--- src/rtl/ram_stream_reader_pkg.sv ---
// ram_stream_reader_pkg: shared AXI geometry constants, FSM encoding and
// helpers for the streaming RAM reader. Optional error capture is enabled
// by defining RAM_STREAM_READER_ERR_EN.
package ram_stream_reader_pkg;

    localparam logic [1:0] AXI_BURST_INCR = 2'b01;
    localparam logic [1:0] RESP_OKAY      = 2'b00;

    typedef enum logic [1:0] {
        ST_IDLE  = 2'd0,
        ST_ISSUE = 2'd1,
        ST_DRAIN = 2'd2
    } rsr_state_e;

    // log2 of the bytes in one data beat; doubles as the AXI ARSIZE code
    function automatic int beat_shift(input int dw);
        return $clog2(dw / 8);
    endfunction

    // bytes covered by one full-length burst
    function automatic longint burst_bytes(input int dw, input int burst_cycles);
        return longint'(burst_cycles) * longint'(dw / 8);
    endfunction

endpackage

--- src/rtl/ram_stream_reader_if.sv ---
// ram_stream_reader_if: AXI4 master (AR/R used, AW/W/B idle) plus the
// AXI-Stream output of the reader. "master" is the reader's view,
// "slave" is the interconnect / downstream view.
interface ram_stream_reader_if #(
    parameter int DW = 512,
    parameter int AW = 64
);
    // read address channel
    logic [AW-1:0]   araddr;
    logic [7:0]      arlen;
    logic [2:0]      arsize;
    logic [1:0]      arburst;
    logic [3:0]      arid;
    logic            arlock;
    logic [3:0]      arcache;
    logic [3:0]      arqos;
    logic [2:0]      arprot;
    logic            arvalid;
    logic            arready;
    // read data channel
    logic [DW-1:0]   rdata;
    logic            rvalid;
    logic [1:0]      rresp;
    logic            rlast;
    logic            rready;
    // write channels, unused by a reader but present for the bus fabric
    logic [AW-1:0]   awaddr;
    logic [7:0]      awlen;
    logic [2:0]      awsize;
    logic [1:0]      awburst;
    logic [3:0]      awid;
    logic            awlock;
    logic [3:0]      awcache;
    logic [3:0]      awqos;
    logic [2:0]      awprot;
    logic            awvalid;
    logic            awready;
    logic [DW-1:0]   wdata;
    logic [DW/8-1:0] wstrb;
    logic            wlast;
    logic            wvalid;
    logic            wready;
    logic [1:0]      bresp;
    logic            bvalid;
    logic            bready;
    // stream output
    logic [DW-1:0]   tdata;
    logic            tvalid;
    logic            tready;
    logic            tlast;

    modport master (
        output araddr, arlen, arsize, arburst, arid, arlock, arcache, arqos, arprot, arvalid,
        input  arready,
        input  rdata, rvalid, rresp, rlast,
        output rready,
        output awaddr, awlen, awsize, awburst, awid, awlock, awcache, awqos, awprot, awvalid,
        input  awready,
        output wdata, wstrb, wlast, wvalid,
        input  wready,
        input  bresp, bvalid,
        output bready,
        output tdata, tvalid, tlast,
        input  tready
    );

    modport slave (
        input  araddr, arlen, arsize, arburst, arid, arlock, arcache, arqos, arprot, arvalid,
        output arready,
        output rdata, rvalid, rresp, rlast,
        input  rready,
        input  awaddr, awlen, awsize, awburst, awid, awlock, awcache, awqos, awprot, awvalid,
        output awready,
        input  wdata, wstrb, wlast, wvalid,
        output wready,
        output bresp, bvalid,
        input  bready,
        input  tdata, tvalid, tlast,
        output tready
    );
endinterface

--- src/rtl/ram_stream_reader_burst_planner.sv ---
// ram_burst_planner: chops a transfer into AR bursts of up to BURST_CYCLES
// beats and limits the number of accepted-but-incomplete bursts to
// MAX_OUTSTANDING. ARVALID is registered and never drops while unaccepted.
module ram_burst_planner
    import ram_stream_reader_pkg::*;
#(
    parameter int DW              = 512,
    parameter int AW              = 64,
    parameter int BURST_CYCLES    = 64,
    parameter int MAX_OUTSTANDING = 4
) (
    input  logic          clk,
    input  logic          reset,
    input  logic          load,
    input  logic [AW-1:0] base_addr,
    input  logic [31:0]   total_cycles,
    output logic          ar_valid,
    output logic [AW-1:0] ar_addr,
    output logic [7:0]    ar_len,
    input  logic          ar_ready,
    input  logic          r_last_hs,
    output logic          ar_done
);
    localparam int OW         = $clog2(MAX_OUTSTANDING + 1);
    localparam int BEAT_SHIFT = beat_shift(DW);

    logic [31:0]   remaining_ar_q, remaining_ar_d;
    logic [AW-1:0] ar_addr_q, ar_addr_d;
    logic [OW-1:0] outstanding_q, outstanding_d;
    logic          ar_valid_q, ar_valid_d;
    logic [31:0]   burst;
    logic          ar_hs;
    logic          credit_ret;

    assign burst      = (remaining_ar_q > 32'(BURST_CYCLES)) ? 32'(BURST_CYCLES) : remaining_ar_q;
    assign ar_hs      = ar_valid_q && ar_ready;
    // spurious RLASTs with nothing in flight must not underflow the credit count
    assign credit_ret = r_last_hs && (outstanding_q != '0);

    assign ar_valid = ar_valid_q;
    assign ar_addr  = ar_addr_q;
    assign ar_len   = 8'(burst - 32'd1);
    assign ar_done  = ar_hs && (remaining_ar_q == burst);

    // next remaining count, address, credits and registered ARVALID
    always_comb begin
        remaining_ar_d = remaining_ar_q;
        ar_addr_d      = ar_addr_q;
        outstanding_d  = outstanding_q;
        if (load) begin
            remaining_ar_d = total_cycles;
            ar_addr_d      = base_addr;
        end else if (ar_hs) begin
            remaining_ar_d = remaining_ar_q - burst;
            ar_addr_d      = ar_addr_q + (AW'(burst) << BEAT_SHIFT);
        end
        if (ar_hs && !credit_ret) begin
            outstanding_d = outstanding_q + OW'(1);
        end else if (!ar_hs && credit_ret) begin
            outstanding_d = outstanding_q - OW'(1);
        end
        if (ar_valid_q && !ar_ready) begin
            ar_valid_d = 1'b1;
        end else begin
            ar_valid_d = (remaining_ar_d != 32'd0) && (outstanding_d < OW'(MAX_OUTSTANDING));
        end
    end

    // planner state registers
    always_ff @(posedge clk) begin
        if (reset) begin
            remaining_ar_q <= '0;
            ar_addr_q      <= '0;
            outstanding_q  <= '0;
            ar_valid_q     <= 1'b0;
        end else begin
            remaining_ar_q <= remaining_ar_d;
            ar_addr_q      <= ar_addr_d;
            outstanding_q  <= outstanding_d;
            ar_valid_q     <= ar_valid_d;
        end
    end
endmodule

--- src/rtl/ram_stream_reader.sv ---
// ram_stream_reader: reads total_cycles DW-bit beats from base_addr over
// AXI4 and streams them out with TLAST on the final beat. R data passes
// straight through to the stream with zero latency.
// Optional: define RAM_STREAM_READER_ERR_EN for sticky RRESP error capture.
module ram_stream_reader
    import ram_stream_reader_pkg::*;
#(
    parameter int DW              = 512,
    parameter int AW              = 64,
    parameter int BURST_CYCLES    = 64,
    parameter int MAX_OUTSTANDING = 4,
    parameter int CHANNEL         = 0
) (
    input  logic                 clk,
    input  logic                 reset,
    input  logic                 start,
    input  logic [AW-1:0]        base_addr,
    input  logic [31:0]          total_cycles,
    output logic                 idle,
    output logic                 done,
    ram_stream_reader_if.master  bus
`ifdef RAM_STREAM_READER_ERR_EN
    ,
    output logic                 rresp_err,
    output logic [31:0]          err_beat
`endif
);
    rsr_state_e  state_q, state_d;
    logic [31:0] beats_left_q, beats_left_d;
    logic        done_q, done_d;
    logic        active, beat_hs, last_hs;
    logic        plan_load, plan_ar_done;

    assign active  = (state_q != ST_IDLE);
    assign beat_hs = bus.rvalid && bus.tready;
    assign last_hs = active && beat_hs && (beats_left_q == 32'd1);

    // zero-latency data path; intermediate RLASTs stay internal
    assign bus.tdata  = bus.rdata;
    assign bus.tvalid = bus.rvalid;
    assign bus.rready = bus.tready;
    assign bus.tlast  = (beats_left_q == 32'd1);

    assign bus.arsize  = 3'(beat_shift(DW));
    assign bus.arburst = AXI_BURST_INCR;
    assign bus.arid    = '0;
    assign bus.arlock  = 1'b0;
    assign bus.arcache = '0;
    assign bus.arqos   = '0;
    assign bus.arprot  = '0;

    assign bus.awaddr  = '0;
    assign bus.awlen   = '0;
    assign bus.awsize  = '0;
    assign bus.awburst = '0;
    assign bus.awid    = '0;
    assign bus.awlock  = 1'b0;
    assign bus.awcache = '0;
    assign bus.awqos   = '0;
    assign bus.awprot  = '0;
    assign bus.awvalid = 1'b0;
    assign bus.wdata   = '0;
    assign bus.wstrb   = '0;
    assign bus.wlast   = 1'b0;
    assign bus.wvalid  = 1'b0;
    assign bus.bready  = 1'b0;

    assign idle = (state_q == ST_IDLE) && !start;
    assign done = done_q;

    ram_burst_planner #(
        .DW              (DW),
        .AW              (AW),
        .BURST_CYCLES    (BURST_CYCLES),
        .MAX_OUTSTANDING (MAX_OUTSTANDING)
    ) u_planner (
        .clk          (clk),
        .reset        (reset),
        .load         (plan_load),
        .base_addr    (base_addr),
        .total_cycles (total_cycles),
        .ar_valid     (bus.arvalid),
        .ar_addr      (bus.araddr),
        .ar_len       (bus.arlen),
        .ar_ready     (bus.arready),
        .r_last_hs    (beat_hs && bus.rlast),
        .ar_done      (plan_ar_done)
    );

    // transfer FSM, beat counter and done pulse
    always_comb begin
        state_d      = state_q;
        beats_left_d = beats_left_q;
        done_d       = 1'b0;
        plan_load    = 1'b0;
        if (active && beat_hs) begin
            beats_left_d = beats_left_q - 32'd1;
        end
        case (state_q)
            ST_IDLE: begin
                if (start) begin
                    if (total_cycles == 32'd0) begin
                        done_d = 1'b1;
                    end else begin
                        state_d      = ST_ISSUE;
                        beats_left_d = total_cycles;
                        plan_load    = 1'b1;
                    end
                end
            end
            ST_ISSUE: begin
                if (plan_ar_done) state_d = ST_DRAIN;
            end
            ST_DRAIN: ;
            default: state_d = ST_IDLE;
        endcase
        if (last_hs) begin
            state_d = ST_IDLE;
            done_d  = 1'b1;
        end
    end

    // FSM and counter registers
    always_ff @(posedge clk) begin
        if (reset) begin
            state_q      <= ST_IDLE;
            beats_left_q <= '0;
            done_q       <= 1'b0;
        end else begin
            state_q      <= state_d;
            beats_left_q <= beats_left_d;
            done_q       <= done_d;
        end
    end

`ifdef RAM_STREAM_READER_ERR_EN
    logic        rresp_err_q, rresp_err_d;
    logic [31:0] err_beat_q, err_beat_d;
    logic [31:0] beat_idx_q, beat_idx_d;

    assign rresp_err = rresp_err_q;
    assign err_beat  = err_beat_q;

    // sticky error flag with the index of the first failing beat
    always_comb begin
        rresp_err_d = rresp_err_q;
        err_beat_d  = err_beat_q;
        beat_idx_d  = beat_idx_q;
        if ((state_q == ST_IDLE) && start) begin
            rresp_err_d = 1'b0;
            err_beat_d  = '0;
            beat_idx_d  = '0;
        end else if (active && beat_hs) begin
            beat_idx_d = beat_idx_q + 32'd1;
            if ((bus.rresp != RESP_OKAY) && !rresp_err_q) begin
                rresp_err_d = 1'b1;
                err_beat_d  = beat_idx_q;
            end
        end
    end

    // error capture registers
    always_ff @(posedge clk) begin
        if (reset) begin
            rresp_err_q <= 1'b0;
            err_beat_q  <= '0;
            beat_idx_q  <= '0;
        end else begin
            rresp_err_q <= rresp_err_d;
            err_beat_q  <= err_beat_d;
            beat_idx_q  <= beat_idx_d;
        end
    end

    logic unused_ok;
    assign unused_ok = ^{bus.awready, bus.wready, bus.bresp, bus.bvalid, 32'(CHANNEL)};
`else
    logic unused_ok;
    assign unused_ok = ^{bus.awready, bus.wready, bus.bresp, bus.bvalid, bus.rresp, 32'(CHANNEL)};
`endif
endmodule

--- src/flat_wrapper.sv ---
// flat-port wrapper written by rule: the top's interface ports become plain ports
module ram_stream_reader_flat import ram_stream_reader_pkg::*;
#(
    parameter int DW              = 512,
    parameter int AW              = 64,
    parameter int BURST_CYCLES    = 64,
    parameter int MAX_OUTSTANDING = 4,
    parameter int CHANNEL         = 0
)
  (clk, reset, start, base_addr, total_cycles, idle, done, bus_araddr, bus_arlen, bus_arsize, bus_arburst, bus_arid, bus_arlock, bus_arcache, bus_arqos, bus_arprot, bus_arvalid, bus_arready, bus_rdata, bus_rvalid, bus_rresp, bus_rlast, bus_rready, bus_awaddr, bus_awlen, bus_awsize, bus_awburst, bus_awid, bus_awlock, bus_awcache, bus_awqos, bus_awprot, bus_awvalid, bus_awready, bus_wdata, bus_wstrb, bus_wlast, bus_wvalid, bus_wready, bus_bresp, bus_bvalid, bus_bready, bus_tdata, bus_tvalid, bus_tlast, bus_tready);
  ram_stream_reader_if #(.DW(DW), .AW(AW)) bus_i ();
  input  logic clk;
  input  logic reset;
  input  logic start;
  input  logic [AW-1:0] base_addr;
  input  logic [31:0] total_cycles;
  output logic idle;
  output logic done;
  output wire logic [$bits(bus_i.araddr)-1:0] bus_araddr;
  output wire logic [$bits(bus_i.arlen)-1:0] bus_arlen;
  output wire logic [$bits(bus_i.arsize)-1:0] bus_arsize;
  output wire logic [$bits(bus_i.arburst)-1:0] bus_arburst;
  output wire logic [$bits(bus_i.arid)-1:0] bus_arid;
  output wire logic [$bits(bus_i.arlock)-1:0] bus_arlock;
  output wire logic [$bits(bus_i.arcache)-1:0] bus_arcache;
  output wire logic [$bits(bus_i.arqos)-1:0] bus_arqos;
  output wire logic [$bits(bus_i.arprot)-1:0] bus_arprot;
  output wire logic [$bits(bus_i.arvalid)-1:0] bus_arvalid;
  input wire logic [$bits(bus_i.arready)-1:0] bus_arready;
  input wire logic [$bits(bus_i.rdata)-1:0] bus_rdata;
  input wire logic [$bits(bus_i.rvalid)-1:0] bus_rvalid;
  input wire logic [$bits(bus_i.rresp)-1:0] bus_rresp;
  input wire logic [$bits(bus_i.rlast)-1:0] bus_rlast;
  output wire logic [$bits(bus_i.rready)-1:0] bus_rready;
  output wire logic [$bits(bus_i.awaddr)-1:0] bus_awaddr;
  output wire logic [$bits(bus_i.awlen)-1:0] bus_awlen;
  output wire logic [$bits(bus_i.awsize)-1:0] bus_awsize;
  output wire logic [$bits(bus_i.awburst)-1:0] bus_awburst;
  output wire logic [$bits(bus_i.awid)-1:0] bus_awid;
  output wire logic [$bits(bus_i.awlock)-1:0] bus_awlock;
  output wire logic [$bits(bus_i.awcache)-1:0] bus_awcache;
  output wire logic [$bits(bus_i.awqos)-1:0] bus_awqos;
  output wire logic [$bits(bus_i.awprot)-1:0] bus_awprot;
  output wire logic [$bits(bus_i.awvalid)-1:0] bus_awvalid;
  input wire logic [$bits(bus_i.awready)-1:0] bus_awready;
  output wire logic [$bits(bus_i.wdata)-1:0] bus_wdata;
  output wire logic [$bits(bus_i.wstrb)-1:0] bus_wstrb;
  output wire logic [$bits(bus_i.wlast)-1:0] bus_wlast;
  output wire logic [$bits(bus_i.wvalid)-1:0] bus_wvalid;
  input wire logic [$bits(bus_i.wready)-1:0] bus_wready;
  input wire logic [$bits(bus_i.bresp)-1:0] bus_bresp;
  input wire logic [$bits(bus_i.bvalid)-1:0] bus_bvalid;
  output wire logic [$bits(bus_i.bready)-1:0] bus_bready;
  output wire logic [$bits(bus_i.tdata)-1:0] bus_tdata;
  output wire logic [$bits(bus_i.tvalid)-1:0] bus_tvalid;
  output wire logic [$bits(bus_i.tlast)-1:0] bus_tlast;
  input wire logic [$bits(bus_i.tready)-1:0] bus_tready;
  assign bus_araddr = bus_i.araddr;
  assign bus_arlen = bus_i.arlen;
  assign bus_arsize = bus_i.arsize;
  assign bus_arburst = bus_i.arburst;
  assign bus_arid = bus_i.arid;
  assign bus_arlock = bus_i.arlock;
  assign bus_arcache = bus_i.arcache;
  assign bus_arqos = bus_i.arqos;
  assign bus_arprot = bus_i.arprot;
  assign bus_arvalid = bus_i.arvalid;
  assign bus_i.arready = bus_arready;
  assign bus_i.rdata = bus_rdata;
  assign bus_i.rvalid = bus_rvalid;
  assign bus_i.rresp = bus_rresp;
  assign bus_i.rlast = bus_rlast;
  assign bus_rready = bus_i.rready;
  assign bus_awaddr = bus_i.awaddr;
  assign bus_awlen = bus_i.awlen;
  assign bus_awsize = bus_i.awsize;
  assign bus_awburst = bus_i.awburst;
  assign bus_awid = bus_i.awid;
  assign bus_awlock = bus_i.awlock;
  assign bus_awcache = bus_i.awcache;
  assign bus_awqos = bus_i.awqos;
  assign bus_awprot = bus_i.awprot;
  assign bus_awvalid = bus_i.awvalid;
  assign bus_i.awready = bus_awready;
  assign bus_wdata = bus_i.wdata;
  assign bus_wstrb = bus_i.wstrb;
  assign bus_wlast = bus_i.wlast;
  assign bus_wvalid = bus_i.wvalid;
  assign bus_i.wready = bus_wready;
  assign bus_i.bresp = bus_bresp;
  assign bus_i.bvalid = bus_bvalid;
  assign bus_bready = bus_i.bready;
  assign bus_tdata = bus_i.tdata;
  assign bus_tvalid = bus_i.tvalid;
  assign bus_tlast = bus_i.tlast;
  assign bus_i.tready = bus_tready;
  ram_stream_reader #(.DW(DW), .AW(AW), .BURST_CYCLES(BURST_CYCLES), .MAX_OUTSTANDING(MAX_OUTSTANDING), .CHANNEL(CHANNEL)) u_core (.clk(clk), .reset(reset), .start(start), .base_addr(base_addr), .total_cycles(total_cycles), .idle(idle), .done(done), .bus(bus_i));
endmodule
--- config.mk ---
export PLATFORM = sky130hd
export DESIGN_NAME = ram_stream_reader_flat
export DESIGN_NICKNAME = d
export VERILOG_FILES = /design/src/rtl/ram_stream_reader_pkg.sv /design/src/rtl/ram_stream_reader_if.sv /design/src/rtl/ram_stream_reader_burst_planner.sv /design/src/rtl/ram_stream_reader.sv /design/src/flat_wrapper.sv
export SDC_FILE = /design/constraint.sdc
export NUM_CORES = 1
export LEC_CHECK = 0
export CELL_PAD_IN_SITES_DETAIL_PLACEMENT = 0
export CELL_PAD_IN_SITES_GLOBAL_PLACEMENT = 2
export CORE_AREA = 4 4 743 745
export CTS_BUF_LIST = sky130_fd_sc_hd__clkbuf_2
export DETAILED_ROUTE_END_ITERATION = 10
export DIE_AREA = 0 0 747 749
export GPL_ROUTABILITY_DRIVEN = 0
export PLACE_DENSITY_LB_ADDON = 0.1
export SYNTH_ARGS = -nofsm -noshare
export SYNTH_HDL_FRONTEND = slang
export SYNTH_HIERARCHICAL = 1
export SYNTH_SLANG_ARGS = --single-unit
export TNS_END_PERCENT = 50
--- constraint.sdc ---
create_clock -name clk -period 6 [get_ports clk]
set_input_delay 1.2 -clock clk [delete_from_list [all_inputs] [get_ports clk]]
set_output_delay 1.2 -clock clk [all_outputs]
set_load 0.03 [all_outputs]
==> impl_metrics.csv, run 1 <==
group,metric,value,unit
status,status,"finished, final reports clean",
logic_synthesis,syn_avg_cell_area,7.70,sq um
route,drc,0,
worst_setup_path,crit_chain,"or4_4 > nand4bb_4 > nor3_4 > buf_12 > buf_4 > buf_4 > and3_1 > ha_1 > o21ai_0 > o21ai_0 > buf_4 > nor4bb_2 > nor3_1 > o21ai_0 > buf_4 > a311o_1 > buf_12 > or4b_2 > xnor2_1 > o21a_1",
clock_network,cts_buffers,21,
global_routing,grt_pass1_wl,179000,um
worst_setup_path,critPathLaunchType,"flip-flop",
logic_synthesis,ys.warnings.count,6,
floorplanning,die_w,747,um
global_routing,grt_usage,5.06,%
worst_setup_path,worstPathRequired,7060,ps
power,total_power,3.74,mW
logic_synthesis,synth_async_sr_flop_share,0,%
placed_design,place_hpwl,126000,um
worst_setup_path,end_kind,"flip-flop",
flow_run,max_cap_violations,0,
cells_and_area,area_growth_syn_to_layout,30.3,%
route,wl,149000,um
route,vias,12978,
clock_network,ctsLongestPathBuffers,3,
worst_setup_path,cpPeakStageDelay,620,ps
route,dr.first_iter.drc_count,365,
global_routing,grt_overflow_total,0,
clock_network,cts.sinks,135,
worst_setup_path,worstSetupPathType,"reg -> reg",
route,vias_per_cell,1.38,
sta,rsz0062_at_grt,"yes",
sta,fin_crit_sh,91.0,%
hold_path,hold_class,"reg -> reg",
worst_setup_path,worstPathArrival,6520,ps
cells_and_area,layout-drive-gt1-share,9.65,%
clock_network,cts_root_buffer,"clkbuf_2",
worst_setup_path,path_delay_family,"simple AND/OR/NAND/NOR gates",
cells_and_area,layout.nets,2820,
clock_network,cts_tree,"yes",
logic_synthesis,synth-edff-count,0,
worst_setup_path,crit_path_frequent_cell,"buf_4",
global_routing,grt_pass1_vias,13191,
sta,slew_viol_final,0,
logic_synthesis,syn-cell-area,18400,sq um
cells_and_area,n_fill_cell,64870,
floorplanning,start_util,3.38,%
power,ir_drop,76.0,uV
sta,finalSetupTns,0,ps
sta,finalHoldViolCount,0,
cells_and_area,multi_input_area,8940,sq um
sta,whs,535,ps
floorplanning,die_h,749,um
global_routing,antenna_found_initial,35,
sta,finClkSkew,222,ps
floorplanning,core,545000,sq um
logic_synthesis,synth_seq_cells,135,
clock_network,clk_pin_slew,510,ps
power,p_per_area,156,nW/um^2
floorplanning,dieArea,560000,sq um
power,leakagePower,7.31,nW
logic_synthesis,ys_types,89,
placed_design,port_buffers,180,
cells_and_area,mostFrequentLayoutCell,"conb_1",
clock_network,clk_latency,1320,ps
global_routing,grt_max_degree,69,
logic_synthesis,synth_seq_area_share,14.7,%
floorplanning,core.rowCount,271,
cells_and_area,final_cell_mix,"720 x conb_1, 172 x clkdlybuf4s50_1, 140 x nor2_1, 135 x dfxtp_1, 112 x buf_4",
sta,finalSetupViolCount,0,
sta,max_freq,183,MHz
worst_setup_path,crit_fanout,7,
worst_setup_path,worst-path-buf-inv,6,
logic_synthesis,synth-main-ff-cell,"dfxtp_1",
route,ant_nets,0,
route,drt_pass1_iterations,5,
sta,max_slew_margin,45.3,%
worst_setup_path,cp_slowest_cell,"or4b_2",
route,wl_per_cell,15.8,um
sta,worst_slew_pin_slew,812,ps
logic_synthesis,syn_inst,2390,
clock_network,htree_levels,4,
sta,min_period,5460,ps
floorplanning,io_pins,1906,
cells_and_area,regArea,2700,sq um
-- cell usage after synthesis (16+ instances only) --
master       n  area [sq um]
a211oi_1    55           413
a21oi_1     85           425
and3_1      20           125
buf_4     1209          9080
clkbuf_1    52           195
dfxtp_1    135          2700
ha_1        41           513
inv_1       40           150
mux2i_1     21           210
nand2_1     87           327
nand3_1     26           130
nand4_1     23           144
nor2_1     140           526
nor3_1      34           170
nor4_1      27           169
o211a_1     16           160
o21ai_0     58           290
xnor2_1     56           490
xor2_1      37           324
-- flip-flops by register name, summed over array words and instances (netlist names) --
name / count
u_core/beats_left_q: 32
u_core/done: 1
u_core/state_q: 2
u_core/u_planner/ar_addr: 64
u_core/u_planner/ar_valid: 1
u_core/u_planner/outstanding_q: 3
u_core/u_planner/remaining_ar_q: 32
-- cells by family (layout without fill, tap and decap cells) --
family | count (synthesis) | after routing | share of synthesized area (%)
flip-flops | 135 | 135 | 14.7
AND/OR/NAND/NOR | 457 | 457 | 13.5
XOR/XNOR | 93 | 93 | 4.42
adder cells (fa/ha/maj) | 42 | 42 | 2.89
AO/OA/AOI/OAI | 316 | 316 | 11.5
multiplexers | 22 | 22 | 1.20
other | 4 | 733 | 0.0815
buffers and inverters | 1321 | 381 | 51.6
-- routing by layer --
metal | vias to the layer above | global-route usage [%] | wire length (um)
met5 | - | 0.403 | 335
met1 | 5822 | 4.07 | 41900
met4 | 8 | 4.60 | 15500
met2 | 1117 | 8.12 | 67000
li1 | 5567 | - | -
met3 | 464 | 3.57 | 24000
-- repair_timing --
action,in CTS,in global routing
endpoints found under the setup margin,8,3
hold endpoints to repair,14,0
gates resized for setup,29,3
pin swaps,2,0
buffers inserted,2,0
hold buffers,9,0
cloned,0,0
-- final timing paths --
kind / end / cells past startpoint / slack (ps) / from
max: u_core/u_planner/ar_addr[63] / 20 / 540 / u_core/u_planner/remaining_ar_q[17]
min: u_core/u_planner/outstanding_q[0] / 2 / 530 / u_core/u_planner/outstanding_q[0]
max reg2reg: u_core/u_planner/ar_addr[63] / 20 / 540 / u_core/u_planner/remaining_ar_q[17]
min reg2reg: u_core/u_planner/outstanding_q[0] / 2 / 530 / u_core/u_planner/outstanding_q[0]
-- cell type report --
| class | count | share of cell area [%] |
|---|---|---|
| Timing Repair Buffer | 307 | 12.0 |
| Tap cell | 7234 | 37.7 |
| Antenna cell | 13 | 0.136 |
| Inverter | 41 | 0.678 |
| Multi-Input combinational cell | 1650 | 37.3 |
| Clock inverter | 11 | 0.480 |
| Sequential cell | 135 | 11.3 |
| Clock buffer | 22 | 0.459 |
-- worst register-to-register path, stage by stage, from the launching register on --
cell	delay (ps)
dfxtp_1	430
or4_4	560
nand4bb_4	250
nor3_4	230
buf_12	140
buf_4	100
buf_4	170
and3_1	350
ha_1	230
o21ai_0	160
o21ai_0	190
buf_4	240
nor4bb_2	420
nor3_1	140
o21ai_0	180
buf_4	180
a311o_1	250
buf_12	130
or4b_2	620
xnor2_1	150
o21a_1	160
-- per-stage QoR --
| stage | worst slack [ps] | cell area [sq um] | instances | utilization [%] |
|---|---|---|---|---|
| after global placement | 90.5 | 23600 | 9356 | 4.33 |
| final | 538 | 24000 | 9413 | 4.41 |
| after CTS | 31.3 | 24000 | 9400 | 4.40 |
| after detailed placement | 246 | 23600 | 9356 | 4.33 |
| after global routing | -4.05 | 24000 | 9404 | 4.40 |
| after floorplan | 1380 | 21100 | 3106 | - |
-- power by group --
part           internal [mW]  total (mW)  switching [mW]
combinational          0.462        1.78            1.31
sequential             0.983        1.09           0.108
clock                  0.200       0.875           0.675
total                   1.64        3.74            2.10
No activity file was read; power rests on OpenSTA's default activity.
==> run 2, diff against run 1 <==
MAX_ROUTING_LAYER = met4   (was not set)
==> impl_metrics.csv, run 2 (synthesized netlist as in run 1, its figures left out) <==
group,metric,value,unit
sta,worst_slew_pin_slew,871,ps
worst_setup_path,worstSetupPathType,"reg -> reg",
worst_setup_path,end_kind,"flip-flop",
route,drt_pass1_iterations,5,
sta,max_freq,182,MHz
cells_and_area,layout-drive-gt1-share,9.65,%
floorplanning,start_util,3.38,%
route,vias_per_cell,1.38,
power,total_power,3.74,mW
clock_network,cts_root_buffer,"clkbuf_2",
sta,rsz0062_at_grt,"yes",
clock_network,clk_latency,1340,ps
global_routing,grt_pass1_vias,13205,
worst_setup_path,worstPathArrival,6550,ps
power,intPower,1.64,mW
route,wl,148000,um
clock_network,cts.sinks,135,
placed_design,dpl_worst_slack,246,ps
power,p_per_area,156,nW/um^2
floorplanning,die_h,749,um
cells_and_area,final_cell_mix,"720 x conb_1, 172 x clkdlybuf4s50_1, 140 x nor2_1, 135 x dfxtp_1, 112 x buf_4",
worst_setup_path,critPathLaunchType,"flip-flop",
sta,min_period,5480,ps
floorplanning,core,545000,sq um
clock_network,ctsLongestPathBuffers,3,
worst_setup_path,worstPathRequired,7070,ps
cells_and_area,mostFrequentLayoutCell,"conb_1",
route,wl_per_cell,15.8,um
power,power_frac_comb,47.5,%
cells_and_area,largest_reg_flops,64,
sta,layout_setup_ws,519,ps
sta,finalHoldViolCount,0,
clock_network,cts_tree,"yes",
route,ant_nets,0,
floorplanning,core.rowCount,271,
global_routing,grt_overflow_total,0,
global_routing,grt_usage,5.20,%
global_routing,antenna_found_initial,39,
floorplanning,die_w,747,um
worst_setup_path,crit_fanout,7,
global_routing,grt_pass1_wl,179000,um
clock_network,clk_pin_slew,400,ps
sta,slew_viol_final,0,
hold_path,hold_class,"in -> reg",
floorplanning,io_pins,1906,
sta,finClkSkew,220,ps
sta,fin_crit_sh,91.4,%
cells_and_area,layout.nets,2820,
power,leakagePower,7.31,nW
power,power_frac_clock,23.4,%
global_routing,grt_max_degree,69,
flow_run,max_cap_violations,0,
power,p_switching,2.09,mW
placed_design,port_buffers,180,
route,vias,13000,
clock_network,cts_buffers,21,
power,ir_drop,74.8,uV
clock_network,htree_levels,4,
floorplanning,dieArea,560000,sq um
route,dr.first_iter.drc_count,414,
sta,finalSetupViolCount,0,
cells_and_area,area_growth_syn_to_layout,30.4,%
sta,max_slew_margin,41.3,%
placed_design,place_hpwl,126000,um
power,p_seq_share,29.2,%
power,switching_share,56.0,%
route,drc,0,
status,status,"finished, final reports clean",
run 2: cell type report:
cell class	count	area [sq um]
repair buffers	307	2880
clock inverters	11	115
fillers	64869	521000
clock buffers	22	110
diodes	16	40.0
inverters	41	163
flip-flops and latches	135	2700
multi-input cells	1650	8940
well taps	7234	9050
run 2: power groups by stage:
stage / Clock, mW / Combinational, mW / Sequential (mW)
after floorplan: 0 / 2.08 / 1.14
after global placement: 0 / 1.81 / 1.12
after detailed placement: 0 / 1.79 / 1.12
after CTS: 1.09 / 1.80 / 1.10
after global routing: 1.07 / 1.93 / 1.11
final: 0.873 / 1.78 / 1.09
run 2: repair_timing:
| action | 4_1_cts | 5_1_grt |
|---|---|---|
| hold buffers | 9 | 0 |
| buffers inserted | 2 | 0 |
| endpoints found under the setup margin | 8 | 3 |
| endpoints found under the hold margin | 14 | 0 |
| gates resized for setup | 29 | 3 |
| pin swaps | 2 | 0 |
run 2: worst paths after layout:
| path | from | endpoint | slack [ps] | cells past startpoint |
|---|---|---|---|---|
| setup / recovery | u_core/u_planner/remaining_ar_q[17] | u_core/u_planner/ar_addr[63] | 520 | 20 |
| hold / removal | base_addr[10] | u_core/u_planner/ar_addr[10] | 510 | 3 |
| setup reg to reg | u_core/u_planner/remaining_ar_q[17] | u_core/u_planner/ar_addr[63] | 520 | 20 |
| hold reg to reg | u_core/u_planner/outstanding_q[0] | u_core/u_planner/outstanding_q[0] | 530 | 2 |
run 2: routing by layer:
metal	GRT usage (%)	up-vias	routed length, um
met5	-	-	0
met4	4.48	0	15300
met3	3.48	503	23200
met2	8.18	1120	67100
met1	4.15	5803	42900
li1	-	5574	-
run 2: through the flow:
stage / setup TNS, ps / hold WS (ps) / std cells / instance area, sq um / util [%]
6_report: 0 / 510 / 9416 / 24000 / 4.41
3_3_place_gp: 0 / 485 / 9356 / 23600 / 4.33
2_1_floorplan: 0 / 474 / 3106 / 21100 / -
4_1_cts: 0 / 28.8 / 9400 / 24000 / 4.40
5_1_grt: -1.56 / 148 / 9412 / 24000 / 4.41
3_5_place_dp: 0 / 490 / 9356 / 23600 / 4.33
run 2: critical path, stage by stage (launching register included):
cell and delay, ps:
dfxtp_1 420, or4_4 550, nand4bb_4 250, nor3_4 230, buf_12 130, buf_4 100, buf_4 170, and3_1 350
ha_1 230, o21ai_0 160, o21ai_0 190, buf_4 240, nor4bb_2 410, nor3_1 140, o21ai_0 180, buf_4 180
a311o_1 260, buf_12 140, or4b_2 620, xnor2_1 150, o21a_1 160
